### src/rtl/mopshub_seq_pkg.sv
// Shared types and helpers for the MOPS-Hub test sequencer.
package mopshub_seq_pkg;

    localparam int unsigned PHASE_N  = 4;
    localparam int unsigned BUS_W    = 5;
    localparam int unsigned PH_IDX_W = 2;
    localparam int unsigned ERR_W    = PH_IDX_W + BUS_W;

    typedef enum logic [3:0] {
        S_IDLE,
        S_LOAD,
        S_REQ,
        S_WAIT,
        S_NEXT_BUS,
        S_GAP,
        S_NEXT_PHASE,
        S_DONE,
        S_ERR
    } seq_state_e;

    typedef enum logic [PH_IDX_W-1:0] {
        PH_TRIM = 2'd0,
        PH_RX   = 2'd1,
        PH_TX   = 2'd2,
        PH_CUST = 2'd3
    } phase_e;

    typedef struct packed {
        phase_e           phase;
        logic [BUS_W-1:0] bus;
    } err_info_t;

    // Index of the lowest set bit; callers guarantee mask is non-zero.
    function automatic phase_e lowest_phase(input logic [PHASE_N-1:0] mask);
        phase_e ph;
        ph = PH_TRIM;
        for (int i = int'(PHASE_N) - 1; i >= 0; i--) begin
            if (mask[i]) ph = phase_e'(PH_IDX_W'(i));
        end
        return ph;
    endfunction

    function automatic logic [PHASE_N-1:0] phase_onehot(input phase_e ph);
        return PHASE_N'(1) << ph;
    endfunction

endpackage

### src/rtl/mopshub_test_sequencer_if.sv
// Control/status bundle between the sign-on logic and the test sequencer.
interface mopshub_test_sequencer_if;
    import mopshub_seq_pkg::*;

    logic               start;
    logic               abort;
    logic [PHASE_N-1:0] phase_mask;
    logic [BUS_W-1:0]   n_buses;
    logic [PHASE_N-1:0] phase_done;
    logic [PHASE_N-1:0] phase_req;
    logic [BUS_W-1:0]   bus_sel;
    logic               endwait_pulse;
    logic               busy;
    logic               seq_done;
    logic               seq_err;
    logic [ERR_W-1:0]   err_info;

    modport master (
        output start, abort, phase_mask, n_buses, phase_done,
        input  phase_req, bus_sel, endwait_pulse, busy, seq_done, seq_err, err_info
    );

    modport slave (
        input  start, abort, phase_mask, n_buses, phase_done,
        output phase_req, bus_sel, endwait_pulse, busy, seq_done, seq_err, err_info
    );
endinterface

### src/rtl/mopshub_test_sequencer_timer.sv
// seq_timer: loadable down-counter, expiry flag is high while the count is zero.
module seq_timer #(
    parameter int unsigned W = 16
) (
    input  logic         clk_40_m,
    input  logic         rst,
    input  logic         load_i,
    input  logic [W-1:0] load_val_i,
    input  logic         dec_i,
    output logic         expired_c
);
    logic [W-1:0] cnt_q, cnt_d;

    always_comb begin
        cnt_d = cnt_q;
        if (load_i) begin
            cnt_d = load_val_i;
        end else if (dec_i && (cnt_q != '0)) begin
            cnt_d = cnt_q - W'(1);
        end
    end

    always_ff @(posedge clk_40_m) begin
        if (!rst) cnt_q <= '0;
        else      cnt_q <= cnt_d;
    end

    assign expired_c = (cnt_q == '0);
endmodule

### src/rtl/mopshub_test_sequencer.sv
// Sweeps enabled test phases over CAN buses 0..n_buses with an inter-phase gap.
// Define SEQ_TIMEOUT_EN to build the per-bus watchdog (WAIT -> ERR).
module mopshub_test_sequencer
    import mopshub_seq_pkg::*;
#(
    parameter int unsigned N_BUSES        = 32,
    parameter int unsigned GAP_CYCLES     = 120,
    parameter int unsigned TIMEOUT_CYCLES = 65535
) (
    input  logic                    clk_40_m,
    input  logic                    rst,
    mopshub_test_sequencer_if.slave seq_if
);
    localparam int unsigned TMR_LIM  = (TIMEOUT_CYCLES > GAP_CYCLES) ? TIMEOUT_CYCLES : GAP_CYCLES;
    localparam int unsigned TMR_W    = (TMR_LIM > 0) ? $clog2(TMR_LIM + 1) : 1;
    localparam int unsigned GAP_LOAD = (GAP_CYCLES == 0) ? 0 : GAP_CYCLES - 1;
    localparam logic [BUS_W-1:0] LAST_BUS = BUS_W'(N_BUSES - 1);

    seq_state_e         state_q, state_d;
    logic [PHASE_N-1:0] mask_q, mask_d;
    logic [BUS_W-1:0]   last_q, last_d;
    logic [BUS_W-1:0]   bus_q, bus_d;
    phase_e             phase_q, phase_d;
    logic [PHASE_N-1:0] phase_req_q, phase_req_d;
    logic               endwait_q, endwait_d;
    logic               busy_q, busy_d;
    logic               done_q, done_d;
    phase_e             next_ph;
    logic               tmr_load, tmr_dec, tmr_exp;
    logic [TMR_W-1:0]   tmr_val;

`ifdef SEQ_TIMEOUT_EN
    localparam int unsigned TO_LOAD = (TIMEOUT_CYCLES == 0) ? 0 : TIMEOUT_CYCLES - 1;
    logic      err_q, err_d;
    err_info_t err_info_q, err_info_d;
`endif

    assign next_ph = lowest_phase(mask_q);

    always_comb begin
        state_d  = state_q;
        mask_d   = mask_q;
        last_d   = last_q;
        bus_d    = bus_q;
        phase_d  = phase_q;
        tmr_load = 1'b0;
        tmr_dec  = 1'b0;
        tmr_val  = '0;
`ifdef SEQ_TIMEOUT_EN
        err_info_d = err_info_q;
`endif
        case (state_q)
            S_IDLE, S_DONE, S_ERR: begin
                if (seq_if.start) begin
                    state_d = S_LOAD;
                    mask_d  = seq_if.phase_mask;
                    last_d  = (seq_if.n_buses > LAST_BUS) ? LAST_BUS : seq_if.n_buses;
                    bus_d   = '0;
`ifdef SEQ_TIMEOUT_EN
                    err_info_d = '0;
`endif
                end
            end
            S_LOAD: state_d = S_NEXT_PHASE;
            // Remaining-phase mask is consumed lowest bit first.
            S_NEXT_PHASE: begin
                if (mask_q == '0) begin
                    state_d = S_DONE;
                end else begin
                    phase_d = next_ph;
                    mask_d  = mask_q & ~phase_onehot(next_ph);
                    state_d = S_REQ;
                end
            end
            S_REQ: begin
                state_d = S_WAIT;
`ifdef SEQ_TIMEOUT_EN
                tmr_load = 1'b1;
                tmr_val  = TMR_W'(TO_LOAD);
`endif
            end
            // Completion in the expiry cycle still counts as success.
            S_WAIT: begin
                if (seq_if.phase_done[phase_q]) state_d = S_NEXT_BUS;
`ifdef SEQ_TIMEOUT_EN
                else if (tmr_exp) begin
                    state_d          = S_ERR;
                    err_info_d.phase = phase_q;
                    err_info_d.bus   = bus_q;
                end else tmr_dec = 1'b1;
`endif
            end
            S_NEXT_BUS: begin
                if (bus_q == last_q) begin
                    bus_d    = '0;
                    state_d  = S_GAP;
                    tmr_load = 1'b1;
                    tmr_val  = TMR_W'(GAP_LOAD);
                end else begin
                    bus_d   = bus_q + BUS_W'(1);
                    state_d = S_REQ;
                end
            end
            S_GAP: begin
                if (tmr_exp) state_d = S_NEXT_PHASE;
                else         tmr_dec = 1'b1;
            end
            default: state_d = S_IDLE;
        endcase

        if (seq_if.abort) begin
            state_d  = S_IDLE;
            mask_d   = '0;
            last_d   = '0;
            bus_d    = '0;
            phase_d  = PH_TRIM;
            tmr_load = 1'b1;
            tmr_val  = '0;
            tmr_dec  = 1'b0;
`ifdef SEQ_TIMEOUT_EN
            err_info_d = '0;
`endif
        end

        // Outputs are registered from the next state.
        phase_req_d = ((state_d == S_REQ) || (state_d == S_WAIT)) ? phase_onehot(phase_d) : '0;
        endwait_d   = (state_d == S_GAP) && (state_q != S_GAP);
        busy_d      = !(state_d inside {S_IDLE, S_DONE, S_ERR});
        done_d      = (state_d == S_DONE);
`ifdef SEQ_TIMEOUT_EN
        err_d       = (state_d == S_ERR);
`endif
    end

    always_ff @(posedge clk_40_m) begin
        if (!rst) begin
            state_q     <= S_IDLE;
            mask_q      <= '0;
            last_q      <= '0;
            bus_q       <= '0;
            phase_q     <= PH_TRIM;
            phase_req_q <= '0;
            endwait_q   <= 1'b0;
            busy_q      <= 1'b0;
            done_q      <= 1'b0;
        end else begin
            state_q     <= state_d;
            mask_q      <= mask_d;
            last_q      <= last_d;
            bus_q       <= bus_d;
            phase_q     <= phase_d;
            phase_req_q <= phase_req_d;
            endwait_q   <= endwait_d;
            busy_q      <= busy_d;
            done_q      <= done_d;
        end
    end

    seq_timer #(.W(TMR_W)) u_timer (
        .clk_40_m   (clk_40_m),
        .rst        (rst),
        .load_i     (tmr_load),
        .load_val_i (tmr_val),
        .dec_i      (tmr_dec),
        .expired_c  (tmr_exp)
    );

`ifdef SEQ_TIMEOUT_EN
    always_ff @(posedge clk_40_m) begin
        if (!rst) begin
            err_q      <= 1'b0;
            err_info_q <= '0;
        end else begin
            err_q      <= err_d;
            err_info_q <= err_info_d;
        end
    end

    assign seq_if.seq_err  = err_q;
    assign seq_if.err_info = err_info_q;
`else
    assign seq_if.seq_err  = 1'b0;
    assign seq_if.err_info = '0;
`endif

    assign seq_if.phase_req     = phase_req_q;
    assign seq_if.bus_sel       = bus_q;
    assign seq_if.endwait_pulse = endwait_q;
    assign seq_if.busy          = busy_q;
    assign seq_if.seq_done      = done_q;
endmodule

### src/flat_wrapper.sv
// flat-port wrapper written by rule: the top's interface ports become plain ports
module mopshub_test_sequencer_flat import mopshub_seq_pkg::*;
#(
    parameter int unsigned N_BUSES        = 32,
    parameter int unsigned GAP_CYCLES     = 120,
    parameter int unsigned TIMEOUT_CYCLES = 65535
)
  (clk_40_m, rst, seq_if_start, seq_if_abort, seq_if_phase_mask, seq_if_n_buses, seq_if_phase_done, seq_if_phase_req, seq_if_bus_sel, seq_if_endwait_pulse, seq_if_busy, seq_if_seq_done, seq_if_seq_err, seq_if_err_info);
  mopshub_test_sequencer_if seq_if_i ();
  input  logic clk_40_m;
  input  logic rst;
  input wire logic [$bits(seq_if_i.start)-1:0] seq_if_start;
  input wire logic [$bits(seq_if_i.abort)-1:0] seq_if_abort;
  input wire logic [$bits(seq_if_i.phase_mask)-1:0] seq_if_phase_mask;
  input wire logic [$bits(seq_if_i.n_buses)-1:0] seq_if_n_buses;
  input wire logic [$bits(seq_if_i.phase_done)-1:0] seq_if_phase_done;
  output wire logic [$bits(seq_if_i.phase_req)-1:0] seq_if_phase_req;
  output wire logic [$bits(seq_if_i.bus_sel)-1:0] seq_if_bus_sel;
  output wire logic [$bits(seq_if_i.endwait_pulse)-1:0] seq_if_endwait_pulse;
  output wire logic [$bits(seq_if_i.busy)-1:0] seq_if_busy;
  output wire logic [$bits(seq_if_i.seq_done)-1:0] seq_if_seq_done;
  output wire logic [$bits(seq_if_i.seq_err)-1:0] seq_if_seq_err;
  output wire logic [$bits(seq_if_i.err_info)-1:0] seq_if_err_info;
  assign seq_if_i.start = seq_if_start;
  assign seq_if_i.abort = seq_if_abort;
  assign seq_if_i.phase_mask = seq_if_phase_mask;
  assign seq_if_i.n_buses = seq_if_n_buses;
  assign seq_if_i.phase_done = seq_if_phase_done;
  assign seq_if_phase_req = seq_if_i.phase_req;
  assign seq_if_bus_sel = seq_if_i.bus_sel;
  assign seq_if_endwait_pulse = seq_if_i.endwait_pulse;
  assign seq_if_busy = seq_if_i.busy;
  assign seq_if_seq_done = seq_if_i.seq_done;
  assign seq_if_seq_err = seq_if_i.seq_err;
  assign seq_if_err_info = seq_if_i.err_info;
  mopshub_test_sequencer #(.N_BUSES(N_BUSES), .GAP_CYCLES(GAP_CYCLES), .TIMEOUT_CYCLES(TIMEOUT_CYCLES)) u_core (.clk_40_m(clk_40_m), .rst(rst), .seq_if(seq_if_i));
endmodule
### config.mk
export PLATFORM = sky130hd
export DESIGN_NAME = mopshub_test_sequencer_flat
export DESIGN_NICKNAME = d
export VERILOG_FILES = /design/src/rtl/mopshub_seq_pkg.sv /design/src/rtl/mopshub_test_sequencer_if.sv /design/src/rtl/mopshub_test_sequencer_timer.sv /design/src/rtl/mopshub_test_sequencer.sv /design/src/flat_wrapper.sv
export SDC_FILE = /design/constraint.sdc
export NUM_CORES = 1
export LEC_CHECK = 0
export BUFFER_PORTS_ARGS = -buffer_cell sky130_fd_sc_hd__buf_2
export CORE_MARGIN = 4
export CORE_UTILIZATION = 55
export DETAILED_ROUTE_END_ITERATION = 10
export HOLD_SLACK_MARGIN = 0.08
export PLACE_DENSITY = 0.8
export SLEW_MARGIN = 10
export SYNTH_ARGS = -nofsm -noshare
export SYNTH_HDL_FRONTEND = slang
export SYNTH_SLANG_ARGS = --single-unit
export TNS_END_PERCENT = 100
### constraint.sdc
create_clock -name clk_40_m -period 2.8 [get_ports clk_40_m]
set_input_delay 0 -clock clk_40_m [delete_from_list [all_inputs] [get_ports clk_40_m]]
set_output_delay 0 -clock clk_40_m [all_outputs]
set_load 0.01 [all_outputs]
==> results.json <==
{
  "outcome": "complete, no violations",
  "tns_ps": 0,
  "cts_buffers": 5,
  "ant_nets": 0,
  "dp_hpwl_um": 3290,
  "fin_crit_ps": 2310,
  "arrival_ps": 2510,
  "async_reset_ff_share_pct": 0,
  "ir_worst_vdd_v": 0.000364,
  "multi_input_area_mm2": 0.00122,
  "cts_sinks": 43,
  "cts_setup_buffers": 0,
  "drtIter0Drc": 138,
  "criticalPathCategory": "register to register",
  "pin_count": 37,
  "clock_latency_ps": 300,
  "vias": 1892,
  "grt_overflow": 0,
  "worst_slew_pin_slew_ps": 766,
  "critPathCaptureType": "register",
  "ff_latch_area_um2": 861,
  "synth_area_per_cell_um2": 8.79,
  "syn_to_final_growth_pct": 19.0,
  "netlist_area_mm2": 0.00218,
  "clkTransAtPathRegs_ps": 80,
  "grt_pass1_wl_um": 8220,
  "wl_per_cell_um": 14.0,
  "setup_viol": 0,
  "synth_seq_area_share_pct": 39.5,
  "grt_max_degree": 17,
  "layout_common_cells": "dfxtp_1 (43), buf_2 (28), nor2_1 (24), a21oi_1 (21), dlygate4sd3_1 (12)",
  "reg2reg_depth": 5,
  "cap_violations": 0,
  "drive_above_1_share_pct": 18.9,
  "hp-class": "input port to register",
  "wl_um": 4730,
  "rows": 22,
  "synthSimpleGateAreaFrac_pct": 24.0,
  "crit_path_start_kind": "register",
  "fin_ws_ps": 487,
  "min_to": "u_core.seq_if.busy",
  "worst_r2r_endpoint": "u_core.seq_if.phase_req[2]",
  "synth_edf_count": 0,
  "min-delay-start": "seq_if_phase_done[0]",
  "syn-instance-count": 248,
  "clk_root_buffer_cell": "clkbuf_8",
  "fmax_mhz": 432,
  "gp_congestion": 0.905,
  "synth_warnings": 0,
  "synth_top_family_by_area": "simple AND/OR/NAND/NOR gates",
  "leakagePower_nw": 1.05,
  "fp.dieArea_mm2": 0.00504,
  "port_buffers": 28,
  "final-max-slew-violation-count": 0,
  "drc": 0,
  "finalNetCount": 309,
  "rsz0062_at_grt": "false",
  "dp_slack_ps": 508,
  "final_common_cell": "dfxtp_1",
  "worst_hold_path.num_cells": 5,
  "fill_cells": 314,
  "synthXorXnorAreaFrac_pct": 6.02,
  "grt_pass1_vias": 1735,
  "r2r_start": "u_core.u_timer.cnt_q[7]",
  "period_share_pct": 82.6,
  "clock_path_buffers": 2,
  "fin_skew_ps": 9.71,
  "p_per_area_mw_per_mm2": 479,
  "viasPerCell": 5.58,
  "crit_path_max_fanout": 7,
  "ys.flop_type": "dfxtp_1",
  "cp.required_ps": 3000,
  "chipWidth_um": 71.0,
  "die_y_um": 71.0,
  "synth-compound-area-share_pct": 18.4,
  "dr.pass1.iters": 4,
  "initial_utilization_pct": 58.3,
  "r2r_slack_ps": 490,
  "cts_tree": "built",
  "synth_fa_ha_area_share_pct": 1.15,
  "synthMuxAreaShare_pct": 4.70,
  "grt.total_usage_pct": 20.1,
  "ys_ff_latch": 43,
  "ys_types": 50,
  "core_mm2": 0.00374,
  "relSlewSlack_pct": 48.5,
  "whs_ps": 410,
  "hold_viol": 0,
  "htree_levels": 2,
  "grt_antenna_before_repair": 0,
  "fin_util_pct": 69.3,
  "diodes": 0
}
[registers in the layout (all words and copies together) (netlist names)]
signal                       cells
u_core.seq_if.endwait_pulse      1
u_core.mask_q                    4
u_core.u_timer.cnt_q            16
u_core.seq_if.seq_done           1
u_core.state_q                   4
u_core.last_q                    5
u_core.phase_q                   2
u_core.seq_if.busy               1
u_core.seq_if.phase_req          4
u_core.seq_if.bus_sel            5
[repair_timing]
item / in CTS / in global routing
gates resized for setup: 0 / 0
hold buffers: 12 / 0
endpoints found under the hold margin: 14 / 0
[power by group]
part / leakage, nW / internal, mW / switching, mW
logic: 0.642 / 0.0538 / 0.0607
registers: 0.347 / 0.620 / 0.00890
clock network: 0.0612 / 0.289 / 0.211
total: 1.05 / 0.962 / 0.280
[worst max-delay path by stage]
stage                                 end               startpoint  cells after the start  slack (ps)
6_report       u_core.seq_if.phase_req[2]  u_core.u_timer.cnt_q[7]                      5         490
5_1_grt        u_core.seq_if.phase_req[2]  u_core.u_timer.cnt_q[7]                      5         190
3_5_place_dp           u_core.seq_if.busy  u_core.u_timer.cnt_q[7]                      5         510
4_1_cts           u_core.u_timer.cnt_q[9]  u_core.u_timer.cnt_q[7]                      5         480
2_1_floorplan          u_core.seq_if.busy  u_core.u_timer.cnt_q[2]                      5         610
3_3_place_gp           u_core.seq_if.busy  u_core.u_timer.cnt_q[7]                      5         530
[synthesized netlist by cell type, types with 2 or more instances]
library cell | instances | share of area (%)
nor4b_1 | 4 | 1.6
a31oi_1 | 3 | 0.86
or4_1 | 7 | 2.4
nor2_1 | 24 | 4.1
nand2_1 | 10 | 1.7
or2_2 | 5 | 1.4
ha_1 | 2 | 1.1
nor3_1 | 11 | 2.5
mux2i_1 | 8 | 3.7
and3_1 | 2 | 0.57
o2111ai_1 | 4 | 1.6
inv_1 | 8 | 1.4
buf_4 | 8 | 2.8
nand3_1 | 3 | 0.69
nor4_1 | 4 | 1.1
o31ai_1 | 5 | 1.7
or3_1 | 5 | 1.4
and2_1 | 3 | 0.86
clkbuf_1 | 7 | 1.2
a21oi_1 | 21 | 4.8
nor4bb_1 | 2 | 0.92
a211oi_1 | 4 | 1.4
o21ai_0 | 11 | 2.5
nand2b_1 | 5 | 1.4
buf_2 | 2 | 0.46
xnor2_1 | 4 | 1.6
xor2_1 | 11 | 4.4
dfxtp_1 | 43 | 39
[cells by family (layout without fill, tap and decap cells)]
group | count (synthesis) | count (layout)
AND/OR/NAND/NOR | 92 | 92
AO/OA/AOI/OAI | 60 | 60
flip-flops | 43 | 43
buffers and inverters | 26 | 62
XOR/XNOR | 15 | 15
multiplexers | 9 | 9
adder cells (fa/ha/maj) | 2 | 2
other | 1 | 8
[critical path: stages, from the launching register on]
cell,delay [ps]
dfxtp_1,370
or4_1,660
nor4_2,380
and3_1,250
o31ai_1,190
nor4b_1,370
[metrics by stage]
step,cell area (um2),total power [mW],cells
floorplan,2210,0.720,255
global route,2590,1.29,339
CTS,2590,1.25,339
finish,2590,1.24,339
detailed placement,2360,0.743,319
global placement,2360,0.742,319
[per-layer routing]
layer	GRT usage (%)	vias to the layer above	part of all wire [%]	wire (um)
li1	-	964	-	-
met1	27.0	862	46	2200
met2	30.9	59	46	2190
met3	6.25	7	5.9	280
met4	6.05	0	1.3	63
met5	0	-	0	0
[layout make-up]
type / count / area share [%]
clock buffers: 6 / 3.18
inverters: 8 / 1.16
flip-flops and latches: 43 / 33.2
well taps: 48 / 2.31
clock inverters: 2 / 1.35
repair buffers: 46 / 11.8
multi-input cells: 186 / 47.1
Power figures use the tool's default switching activity.
